==> src/rtl/pattern_pkg.sv <==
// rtl/pattern_pkg.sv - shared constants for the pattern shifter tile
//
// Purpose : step-operation encodings and default parameter values used by
//           pattern_shifter, step_prescaler and their benches.
// Ports   : none (package)

package pattern_pkg;

  // Default pattern width and step-divider width.
  localparam int DEF_WIDTH = 8;
  localparam int DEF_DIV_W = 16;

  // Step operation applied to the pattern on every divider tick.
  typedef enum logic [1:0] {
    MODE_HOLD = 2'b00,  // pattern unchanged, blink phase still advances
    MODE_ROL  = 2'b01,  // rotate left
    MODE_ROR  = 2'b10,  // rotate right
    MODE_SHL  = 2'b11   // shift left, ser_in enters at bit 0
  } mode_e;

endpackage

==> src/rtl/step_prescaler.sv <==
// rtl/step_prescaler.sv - programmable step-period divider
//
// Purpose : counts enabled cycles and pulses tick once every div+1 of them.
// Ports   : clk   - clock, rising edge
//           rst_n - asynchronous active-low reset
//           en    - count enable; 0 freezes the counter
//           clr   - synchronous clear, wins over en, suppresses tick
//           div   - step period minus one (0 = tick every enabled cycle)
//           tick  - combinational, high in the cycle whose edge is a step

module step_prescaler
  import pattern_pkg::*;
#(
  parameter int DIV_W = DEF_DIV_W
) (
  input  logic             clk,
  input  logic             rst_n,
  input  logic             en,
  input  logic             clr,
  input  logic [DIV_W-1:0] div,
  output logic             tick
);

  logic [DIV_W-1:0] r_cnt;
  logic             w_reached;
  logic [DIV_W-1:0] w_cnt_inc;

  // Greater-or-equal rather than equality: if div is lowered below the
  // current count, the next enabled edge ticks instead of running the
  // counter all the way round its full range.
  assign w_reached = (r_cnt >= div);
  assign w_cnt_inc = r_cnt + {{(DIV_W-1){1'b0}}, 1'b1};
  assign tick      = en && !clr && w_reached;

  always_ff @(posedge clk or negedge rst_n) begin
    if (!rst_n) begin
      r_cnt <= '0;
    end else if (clr) begin
      r_cnt <= '0;
    end else if (en) begin
      r_cnt <= w_reached ? '0 : w_cnt_inc;
    end
  end

endmodule

==> src/rtl/pattern_shifter.sv <==
// rtl/pattern_shifter.sv - loadable rotate/shift pattern register with blink
//
// Purpose : holds a WIDTH-bit display pattern that is parallel loaded and then
//           advanced one position per divider tick; optionally blanks the
//           display on alternate steps.
// Ports   : clk       - clock, rising edge
//           rst_n     - asynchronous active-low reset
//           en        - run enable; 0 freezes divider and pattern
//           load      - parallel load request (ignores en, beats tick)
//           load_data - pattern to load
//           mode      - step operation (see pattern_pkg::mode_e)
//           ser_in    - serial input for shift-left mode
//           div       - step period minus one
//           blink     - 1 = blank display on alternate steps
//           q         - current pattern
//           disp      - display pattern (q, or 0 during blank phase)
//           step      - one-cycle pulse in the cycle after each advance

module pattern_shifter
  import pattern_pkg::*;
#(
  parameter int WIDTH = DEF_WIDTH,
  parameter int DIV_W = DEF_DIV_W
) (
  input  logic             clk,
  input  logic             rst_n,
  input  logic             en,
  input  logic             load,
  input  logic [WIDTH-1:0] load_data,
  input  logic [1:0]       mode,
  input  logic             ser_in,
  input  logic [DIV_W-1:0] div,
  input  logic             blink,
  output logic [WIDTH-1:0] q,
  output logic [WIDTH-1:0] disp,
  output logic             step
);

  logic [WIDTH-1:0] r_q;
  logic             r_ph;    // blink phase: 1 = display shown, 0 = blanked
  logic             r_step;
  logic             w_tick;
  logic [WIDTH-1:0] w_next;

  step_prescaler #(
    .DIV_W (DIV_W)
  ) u_prescaler (
    .clk   (clk),
    .rst_n (rst_n),
    .en    (en),
    .clr   (load),
    .div   (div),
    .tick  (w_tick)
  );

  always_comb begin
    w_next = r_q;
    case (mode_e'(mode))
      MODE_HOLD: w_next = r_q;
      MODE_ROL:  w_next = {r_q[WIDTH-2:0], r_q[WIDTH-1]};
      MODE_ROR:  w_next = {r_q[0], r_q[WIDTH-1:1]};
      MODE_SHL:  w_next = {r_q[WIDTH-2:0], ser_in};
      default:   w_next = r_q;
    endcase
  end

  always_ff @(posedge clk or negedge rst_n) begin
    if (!rst_n) begin
      r_q    <= '0;
      r_ph   <= 1'b1;
      r_step <= 1'b0;
    end else if (load) begin
      r_q    <= load_data;
      r_ph   <= 1'b1;
      r_step <= 1'b0;
    end else if (w_tick) begin
      // Hold mode still counts as a step so the blink keeps its rate.
      r_q    <= w_next;
      r_ph   <= ~r_ph;
      r_step <= 1'b1;
    end else begin
      r_step <= 1'b0;
    end
  end

  // Blanking is a plain mux of registered state, so no clock reaches the
  // output pins and disp cannot glitch on clock edges.
  assign q    = r_q;
  assign disp = (blink && !r_ph) ? '0 : r_q;
  assign step = r_step;

endmodule

==> config.mk <==
export PLATFORM = sky130hd
export DESIGN_NAME = pattern_shifter
export DESIGN_NICKNAME = d
export VERILOG_FILES = /design/src/rtl/pattern_pkg.sv /design/src/rtl/step_prescaler.sv /design/src/rtl/pattern_shifter.sv
export SDC_FILE = /design/constraint.sdc
export NUM_CORES = 1
export LEC_CHECK = 0
export ABC_AREA = 1
export BUFFER_PORTS_ARGS = -buffer_cell sky130_fd_sc_hd__buf_2
export CELL_PAD_IN_SITES_DETAIL_PLACEMENT = 1
export CELL_PAD_IN_SITES_GLOBAL_PLACEMENT = 2
export CORE_ASPECT_RATIO = 0.5
export CORE_MARGIN = 4
export CORE_UTILIZATION = 26
export CTS_CLUSTER_SIZE = 40
export DETAILED_ROUTE_END_ITERATION = 10
export PLACE_DENSITY = 0.86
export SYNTH_ARGS = -nofsm -noshare
export SYNTH_HDL_FRONTEND = slang
export SYNTH_SLANG_ARGS = --single-unit
==> constraint.sdc <==
create_clock -name clk -period 1.63 [get_ports clk]
set_input_delay 0.163 -clock clk [delete_from_list [all_inputs] [get_ports clk]]
set_output_delay 0.163 -clock clk [all_outputs]
set_load 0.02 [all_outputs]
==> flow_summary_export.csv <==
group,metric,value,unit
clocking,cts-htree-levels,1,
critical_path,cp_slowest_stage_delay,0.37,ns
flow_run,maxCapViolCount,0,
clocking,cts_tree,"done",
floorplan,die-area,8990,sq um
power,combPwrFrac,0.318,
route,drc,0,
sta,final-max-slew-violation-count,0,
status,violations,"negative setup slack",
yosys,synth_fp_nets,324,
clocking,clk_latency,0.27,ns
sta,fin_skew,0.00227,ns
floorplan,ios,49,
placed_design,gp_congestion,0.791,
critical_path,cp_cell_sequence,"buf_4, buf_4, ha_4, nand2_1, nor2_2, nand3_2, nor2_4, nand2_4, o21ai_2, nand4_1, o21ai_1",
power,power_density,705,nW/um^2
floorplan,die_w,130,microns
yosys,ys_ff_latch,26,
finish,fin_nets,407,
power,power_frac_seq,0.372,
yosys,postSynthAreaPerCell,7.06,sq um
finish,drive_above_1_share,0.375,
sta,finalHoldViolations,0,
placed_design,dpl_cell_area,2450,sq um
power,p_int,1.34,mW
route,drt_iter0_markers,72,
power,finalPower,2.02,mW
yosys,netlist_instances,275,
global_route,grt_max_degree,27,
clocking,cts_sinks,26,
finish,ff_latch_area,652,sq um
critical_path,path_max_fanout,4,
finish,multi_input_area,1330,sq um
finish,area_growth,47.3,%
critical_path,cp.arrival,1.99,ns
sta,worst_slack,-0.175,ns
route,wirelength,6440,microns
placed_design,dpl_worst_slack,-0.232,ns
sta,tightest_slew,0.646,ns
floorplan,start_util,0.279,
sta,fin_setup_tns,-2.77,ns
finish,diodes,0,
finish,fillCellCount,865,
floorplan,row_count,21,
route,detail-route-antenna-nets,0,
global_route,grt_pass1_vias,2328,
route,vias_per_cell,4.66,
yosys,yosysUniqueCellTypes,24,
global_route,antenna_found_initial,0,
sta,fin_crit_sh,1.11,
power,swShare,0.336,
hold_path,hold_class,"input port to flip-flop",
sta,clock.fmax,554,MHz
route,dr.pass1.iters,4,
sta,rsz0062_at_grt,"yes",
critical_path,cpMostUsedCell,"buf_4",
clocking,clk_pin_slew,0.07,ns
route,wire_per_inst,14.3,microns
critical_path,crit_required,1.81,ns
clocking,cts_root_buf,"clkbuf_16",
yosys,yosysSeqAreaShare,0.336,
power,leakage,1.49,nW
power,p_sw,0.677,mW
floorplan,core_area,6960,sq um
clocking,numCtsBuffers,3,
floorplan,fp.dieH,69.1,microns
status,outcome,"finished, violations left",
critical_path,slowest_stage,"dfrtp_1",
sta,post-route-min-period,1.80,ns
global_route,grtUsageTotal,0.144,
placed_design,place_hpwl,4610,microns
sta,relSlewSlack,0.569,
sta,setup_viol,25,
yosys,synth_area,1940,sq um
critical_path,startpoint_type,"flip-flop",
placed_design,port_buffers,48,
route,vias,2093,
clocking,cts.path.max_buffers,2,
global_route,grt_overflow,0,
yosys,ys.warnings.count,0,
power,p_clk_frac,0.310,
power,peakVddDrop,0.000341,V
critical_path,path_class,"flip-flop to flip-flop",
finish,stdcell_area,2860,sq um
global_route,grt_pass1_wl,10800,microns
critical_path,end_kind,"flip-flop",
==> cell usage after synthesis <==
library cell,count,area share
o21ai_1,3,0.0077
dfrtp_1,25,0.32
a21oi_1,10,0.026
buf_2,1,0.0026
nand4_1,4,0.013
xnor2_1,1,0.0045
inv_1,50,0.097
nor2_2,5,0.016
o21ai_0,31,0.080
o22a_1,1,0.0045
nor2_1,18,0.035
nand3_1,12,0.031
nor3_1,3,0.0077
dfstp_2,1,0.014
xor2_1,7,0.032
nand2_2,4,0.013
clkbuf_1,2,0.0039
o22ai_1,6,0.019
ha_1,17,0.11
nand2_1,68,0.13
nor4_1,1,0.0032
o21a_1,1,0.0039
nor3_4,1,0.0084
nand3_2,3,0.015
==> sequential cells by signal, indices dropped and copies added, names as in the netlist <==
name               count
u_prescaler.r_cnt     16
q                      8
r_ph                   1
step                   1
==> power groups by stage <==
| stage | Combinational (mW) | Clock (mW) | Sequential (mW) |
|---|---|---|---|
| after floorplan | 0.268 | 0 | 0.786 |
| after global placement | 0.516 | 0 | 0.751 |
| after detailed placement | 0.539 | 0 | 0.753 |
| after CTS | 0.579 | 0.631 | 0.747 |
| after global routing | 0.717 | 0.669 | 0.758 |
| final | 0.641 | 0.625 | 0.751 |
==> cell type report <==
cell class	instances	area share
multi-input combinational	197	0.465
inverter	50	0.0657
sequential	26	0.228
timing repair buffer	80	0.170
clock buffer	4	0.0311
tap	92	0.0403
==> repair_timing <==
item | in CTS | in global routing
resized for setup | 33 | 21
hold buffers | 1 | 0
endpoints found under the setup margin | 24 | 26
pin swaps | 8 | 15
endpoints found under the hold margin | 25 | 0
setup buffers | 8 | 3
cloned | 1 | 0
==> per-layer routing <==
layer | GRT usage | share of wire
met5 | 0 | 0
met4 | 0.0403 | 0.021
met3 | 0.0224 | 0.039
met2 | 0.246 | 0.49
met1 | 0.186 | 0.45
==> worst paths after layout <==
check	from	to	slack, ns	depth (start not counted)
setup / recovery	u_prescaler.r_cnt[0]	u_prescaler.r_cnt[12]	-0.17	11
hold / removal	load_data[2]	q[2]	0.26	5
setup reg to reg	u_prescaler.r_cnt[0]	u_prescaler.r_cnt[12]	-0.17	11
hold reg to reg	r_ph	r_ph	0.52	2
max in group asynchronous	rst_n	u_prescaler.r_cnt[13]	0.76	2
min in group asynchronous	rst_n	q[6]	0.45	2
==> through the flow <==
stage | std cells | util | hold WS [ns]
floorplan | 275 | - | -0.133
global placement | 432 | 0.351 | 0.214
detailed placement | 432 | 0.351 | 0.226
CTS | 446 | 0.394 | 0.259
global route | 449 | 0.410 | 0.299
finish | 449 | 0.410 | 0.256
==> cell usage in the layout (no fill, tap or decap), types with 3 or more instances in the layout <==
master     instances
a21oi_1            8
buf_2             48
buf_4             30
clkbuf_16          3
dfrtp_1           25
ha_1              12
ha_4               5
inv_1             48
nand2_1           55
nand2_2           11
nand2_4            5
nand3_1           12
nand3_2            3
nand4_1            4
nor2_1            16
nor2_2             6
nor3_1             3
o21ai_0           22
o21ai_1            8
o21ai_2            4
o22ai_2            6
xor2_1             5
==> logic make-up after synthesis <==
kind of cell	count (synthesis)	share of synthesized area
buffers and inverters	53	0.103
adders and majority gates	17	0.110
AOI/OAI and AO/OA	52	0.141
xor gates and xnor gates	8	0.0361
DFF	26	0.336
and+or+nand+nor	119	0.274
==> critical path, delay by kind of cell, from the launching register on <==
kind	cells	cell delay, ns
AOI/OAI and AO/OA	2	0.26
and+or+nand+nor	6	0.72
adders and majority gates	1	0.14
buffers and inverters	2	0.23
DFF	1	0.37
Power figures use the tool's default switching activity.
